[src/rtl/run_ctrl.sv]
// run_ctrl: staggered downstream reset release, run supervision (halt / cycle limit) and result reporting.
// Defining RUN_CTRL_STALL_WDT_EN adds the retire/stall ports and a no-retire watchdog (STALL_LIMIT).
module run_ctrl #(
    parameter int unsigned NUM_RST     = 2,
    parameter int unsigned RST_HOLD    = 4,
    parameter int unsigned RST_STAGGER = 2,
    parameter int unsigned TIMEOUT     = 1000,
`ifdef RUN_CTRL_STALL_WDT_EN
    parameter int unsigned STALL_LIMIT = 64,
`endif
    parameter int unsigned CNT_W       = 32
) (
    input  logic               clk,
    input  logic               rst,
    input  logic               start,
    input  logic               halt_valid,
    input  logic [31:0]        halt_code,
`ifdef RUN_CTRL_STALL_WDT_EN
    input  logic               retire,
    output logic               stall,
`endif
    output logic               halt_ready,
    output logic [NUM_RST-1:0] rst_out,
    output logic               running,
    output logic               done,
    output logic               pass,
    output logic               timeout,
    output logic [CNT_W-1:0]   cycle_cnt,
    output logic [31:0]        exit_code
);
    localparam int unsigned LAST_HOLD = RST_HOLD + (NUM_RST - 1) * RST_STAGGER;
    localparam int unsigned HOLD_W    = (LAST_HOLD < 1) ? 1 : $clog2(LAST_HOLD + 1);

    typedef enum logic [1:0] {IDLE, RESET, RUN, DONE} state_t;

    state_t             state, state_n;
    logic [HOLD_W-1:0]  hold_cnt, hold_n;
    logic [NUM_RST-1:0] rst_out_n;
    logic               running_n, done_n, pass_n, timeout_n;
    logic [CNT_W-1:0]   cnt_n;
    logic [31:0]        exit_n;
    logic               timeout_hit;

`ifdef RUN_CTRL_STALL_WDT_EN
    localparam int unsigned STALL_W = (STALL_LIMIT < 2) ? 1 : $clog2(STALL_LIMIT + 1);
    logic [STALL_W-1:0] idle_cnt, idle_n;
    logic               stall_n, stall_hit;

    // idle_cnt counts earlier consecutive no-retire RUN cycles; this cycle makes STALL_LIMIT.
    assign stall_hit = !retire && (idle_cnt == STALL_W'(STALL_LIMIT - 1));
`endif

    assign timeout_hit = (TIMEOUT != 0) && (cycle_cnt == CNT_W'(TIMEOUT - 1));

    always_ff @(posedge clk) begin
        // NOTE: sequential state uses non-blocking assignments so every register samples pre-edge values.
        if (rst) state <= IDLE;
        else     state <= state_n;
    end

    always_comb begin
        // NOTE: every variable gets its default before the case so no path can infer a latch.
        state_n   = state;
        hold_n    = hold_cnt;
        cnt_n     = cycle_cnt;
        exit_n    = exit_code;
        pass_n    = pass;
        timeout_n = timeout;
`ifdef RUN_CTRL_STALL_WDT_EN
        idle_n    = idle_cnt;
        stall_n   = stall;
`endif
        case (state)
            IDLE: begin
                if (start) begin
                    state_n = RESET;
                    hold_n  = '0;
                end
            end
            RESET: begin
                if (hold_cnt == HOLD_W'(LAST_HOLD)) begin
                    state_n = RUN;
                    cnt_n   = '0;
`ifdef RUN_CTRL_STALL_WDT_EN
                    idle_n  = '0;
`endif
                end else begin
                    hold_n = hold_cnt + 1'b1;
                end
            end
            RUN: begin
                if (halt_valid) begin
                    state_n = DONE;
                    exit_n  = halt_code;
                    pass_n  = (halt_code == 32'd1);
                end else if (timeout_hit) begin
                    state_n   = DONE;
                    timeout_n = 1'b1;
                    pass_n    = 1'b0;
`ifdef RUN_CTRL_STALL_WDT_EN
                end else if (stall_hit) begin
                    state_n = DONE;
                    stall_n = 1'b1;
                    pass_n  = 1'b0;
`endif
                end else begin
                    if (cycle_cnt != '1) cnt_n = cycle_cnt + 1'b1;
`ifdef RUN_CTRL_STALL_WDT_EN
                    idle_n = retire ? '0 : idle_cnt + 1'b1;
`endif
                end
            end
            DONE: begin
                if (start) begin
                    state_n   = RESET;
                    hold_n    = '0;
                    exit_n    = '0;
                    pass_n    = 1'b0;
                    timeout_n = 1'b0;
`ifdef RUN_CTRL_STALL_WDT_EN
                    stall_n   = 1'b0;
`endif
                end
            end
            default: state_n = IDLE;
        endcase

        // Outputs are registered from the next state, so they line up with the state they describe.
        rst_out_n = '1;
        for (int unsigned i = 0; i < NUM_RST; i++) begin
            if (state_n == RESET) rst_out_n[i] = 32'(hold_n) < (RST_HOLD + i * RST_STAGGER);
            else                  rst_out_n[i] = (state_n != RUN);
        end
        running_n = (state_n == RUN);
        done_n    = (state_n == DONE);
    end

    always_ff @(posedge clk) begin
        if (rst) begin
            hold_cnt   <= '0;
            rst_out    <= '1;
            running    <= 1'b0;
            halt_ready <= 1'b0;
            done       <= 1'b0;
            pass       <= 1'b0;
            timeout    <= 1'b0;
            cycle_cnt  <= '0;
            exit_code  <= '0;
`ifdef RUN_CTRL_STALL_WDT_EN
            idle_cnt   <= '0;
            stall      <= 1'b0;
`endif
        end else begin
            hold_cnt   <= hold_n;
            rst_out    <= rst_out_n;
            running    <= running_n;
            halt_ready <= running_n;
            done       <= done_n;
            pass       <= pass_n;
            timeout    <= timeout_n;
            cycle_cnt  <= cnt_n;
            exit_code  <= exit_n;
`ifdef RUN_CTRL_STALL_WDT_EN
            idle_cnt   <= idle_n;
            stall      <= stall_n;
`endif
        end
    end

endmodule

[config.mk]
export PLATFORM = sky130hd
export DESIGN_NAME = run_ctrl
export DESIGN_NICKNAME = d
export VERILOG_FILES = /design/src/rtl/run_ctrl.sv
export SDC_FILE = /design/constraint.sdc
export NUM_CORES = 1
export LEC_CHECK = 0
export CAP_MARGIN = 20
export CORE_MARGIN = 5
export CORE_UTILIZATION = 25
export CTS_BUF_LIST = sky130_fd_sc_hd__clkbuf_8
export DETAILED_ROUTE_END_ITERATION = 10
export PLACE_DENSITY = 0.51
export SETUP_SLACK_MARGIN = 0.5
export SYNTH_ARGS = -nofsm -noshare
export SYNTH_HDL_FRONTEND = slang
export SYNTH_SLANG_ARGS = --single-unit
[constraint.sdc]
create_clock -name clk -period 6.1 [get_ports clk]
set_clock_uncertainty 0.2 [all_clocks]
set_input_delay 0.61 -clock clk [delete_from_list [all_inputs] [get_ports clk]]
set_output_delay 0.61 -clock clk [all_outputs]
set_load 0.05 [all_outputs]
==> impl_metrics.yaml <==
outcome:
  status: "finished clean"
clocking:
  clock_path_buffers: 2
  clkTransAtPathRegs_ps: 80
  cts_tree: "yes"
  clock_latency_ps: 370
  postCtsSetupBuffers: 0
  hold_buffers: 0
  cts_buffers: 9
  cts-root-buf: "clkbuf_8"
  post_cts_resize_count: 0
  cts_sinks: 75
  htreeDepth: 3
placement:
  dp_cells: 701
  io_buffers: 106
  dp_hpwl_um: 7990
  placed_area_mm2: 0.00483
  gp_congestion: 0.790
global_routing:
  gr-usage-all-layers_pct: 13.6
  grt_pass1_wl_um: 18400
  grt_overflow: 0
  grt_pass1_vias: 3613
  antenna_found_initial: 0
  grt_max_degree: 65
timing:
  timing.final.crit_share_pct: 47.8
  finalSetupViolCount: 0
  maxSlewViolCount: 0
  setup_tns_ps: 0
  fin_crit_ps: 2910
  finalHoldViolations: 0
  rsz0062_at_grt: "no"
  slew_headroom_pct: 52.2
  tightest_slew_ps: 710
  fmax_mhz: 343
logic_synthesis:
  ys_seq_elements: 75
  ys_types: 57
  synthCells: 437
  synth.avg_cell_area_um2: 8.33
  synth_edf_count: 0
  ys_seq_area_share_pct: 41.2
  synth_fp_nets: 479
  yosys_warnings: 0
  synth_ff_type: "dfxtp_1"
  ys_async_sr_fraction_pct: 0
  netlist_area_mm2: 0.00364
drt:
  drtAntennaViolNets: 0
  routed_wl_um: 11300
  wl_per_cell_um: 15.7
  vias_per_cell: 5.00
  route.detailed.drc: 0
  dr.first_iter.drc_count: 178
  dr.pass1.iters: 4
  vias: 3588
worst_setup_path:
  path_cells: "ha_1, nor4bb_1, nand4_1, o21bai_4, a221o_1, o21ai_0, a21oi_1"
  path_class: "reg2reg"
  reg2reg_depth: 7
  crit_fanout: 19
  end_kind: "flip-flop"
  required_ps: 6200
  slowest_stage: "a221o_1"
  cp-start-kind: "flip-flop"
  slowest_delay_ps: 610
  crit_arrival_ps: 3010
finish:
  mostFrequentLayoutCell: "clkdlybuf4s50_1"
  insertedDiodeCount: 0
  mostFrequentLayoutCells: "clkdlybuf4s50_1, dfxtp_1, a21oi_1"
  drive_gt1_share_pct: 5.81
  regArea_mm2: 0.00150
  fin_cells: 718
  stdcell_area_mm2: 0.00509
  syn2layout_area_growth_pct: 39.7
  final_nets: 571
  fillCellCount: 1491
  multi_input_area_mm2: 0.00196
flow_run:
  drv_cap: 0
worst_hold_path:
  hold_depth: 2
  hp-class: "reg2reg"
die:
  die_w_um: 131
  boundaryPins: 107
  coreArea_mm2: 0.0144
  num_rows: 44
  dieArea_mm2: 0.0171
  die_h_um: 131
  start_util_pct: 25.3
power:
  ir_worst_vdd_mv: 0.197
  leakage_nw: 1.65
  report.power.total_mw: 1.86
  powerDensity_mw_per_mm2: 366
## through the flow
step / worst slack (ps) / util [%] / hold slack (ps)
6_report: 3190 / 35.3 / 256
4_1_cts: 3180 / 35.1 / 260
2_1_floorplan: 3380 / - / 275
3_3_place_gp: 2850 / 33.3 / 249
3_5_place_dp: 2860 / 33.5 / 248
5_1_grt: 2900 / 35.3 / 292
## registers in the layout, summed over array words and instances (netlist names)
| name | flops |
|---|---|
| rst_out | 2 |
| pass | 1 |
| hold_cnt | 3 |
| cycle_cnt | 32 |
| done | 1 |
| state | 2 |
| timeout | 1 |
| exit_code | 32 |
| running | 1 |
## critical path: cells and delay by family (launching register included)
family	cells	cell delay, ps
and+or+nand+nor	2	640
DFF	1	450
adders and majority gates	1	280
AOI/OAI and AO/OA	4	1260
## layer usage
metal  GRT usage, %  wire length [µm]
met1           17.1              5210
met3           6.87              1060
met4           2.96                95
met5              0                 0
met2           20.9              4910
## worst paths after layout
kind,start,endpoint,slack (ps)
worst max-delay path,cycle_cnt[0],cycle_cnt[19],3190
worst min-delay path,pass,pass,260
worst max register to register,cycle_cnt[0],cycle_cnt[19],3190
worst min register to register,pass,pass,260
## cell usage after synthesis (2+ instances only)
cell / instances / area, µm²
inv_1: 8 / 30.0
o21ai_0: 21 / 105
or4b_1: 2 / 20.0
nand3b_1: 3 / 22.5
dfxtp_1: 75 / 1500
and3_1: 5 / 31.3
buf_6: 3 / 33.8
nand4b_1: 3 / 26.3
ha_1: 6 / 75.1
o31ai_1: 6 / 45.0
buf_1: 2 / 7.51
clkbuf_1: 16 / 60.1
a22oi_1: 2 / 15.0
nor2_1: 46 / 173
nor4b_1: 2 / 17.5
and4_1: 6 / 52.6
o211ai_1: 4 / 30.0
or3_1: 15 / 93.8
or4_1: 9 / 67.6
nand2b_1: 2 / 12.5
nor4_1: 13 / 81.3
o41ai_1: 2 / 17.5
a211oi_1: 2 / 15.0
nor3b_1: 31 / 233
nand3_1: 16 / 80.1
nand4_1: 10 / 62.6
and2_1: 2 / 12.5
nor3_1: 3 / 15.0
a21oi_1: 61 / 305
nor2b_1: 3 / 18.8
buf_2: 5 / 25.0
nand2_1: 28 / 105
## logic make-up after synthesis
kind of cell | after synthesis | synth area share [%]
buffers and inverters | 37 | 5.08
DFF | 75 | 41.2
AOI/OAI and AO/OA | 109 | 17.9
and+or+nand+nor | 207 | 33.0
xor gates and xnor gates | 2 | 0.481
adders and majority gates | 6 | 2.06
muxes | 1 | 0.275
## layout make-up
class | count | area share [%]
Sequential cell | 75 | 29.5
Clock inverter | 7 | 2.29
Timing Repair Buffer | 110 | 22.1
Clock buffer | 9 | 2.43
Inverter | 8 | 0.590
Tap cell | 184 | 4.53
Multi-Input combinational cell | 325 | 38.6
## power breakdown
part           internal [mW]  switching (mW)
registers              0.562          0.0481
logic                  0.258           0.519
clock network          0.272           0.202
No activity file was read; power rests on OpenSTA's default activity.
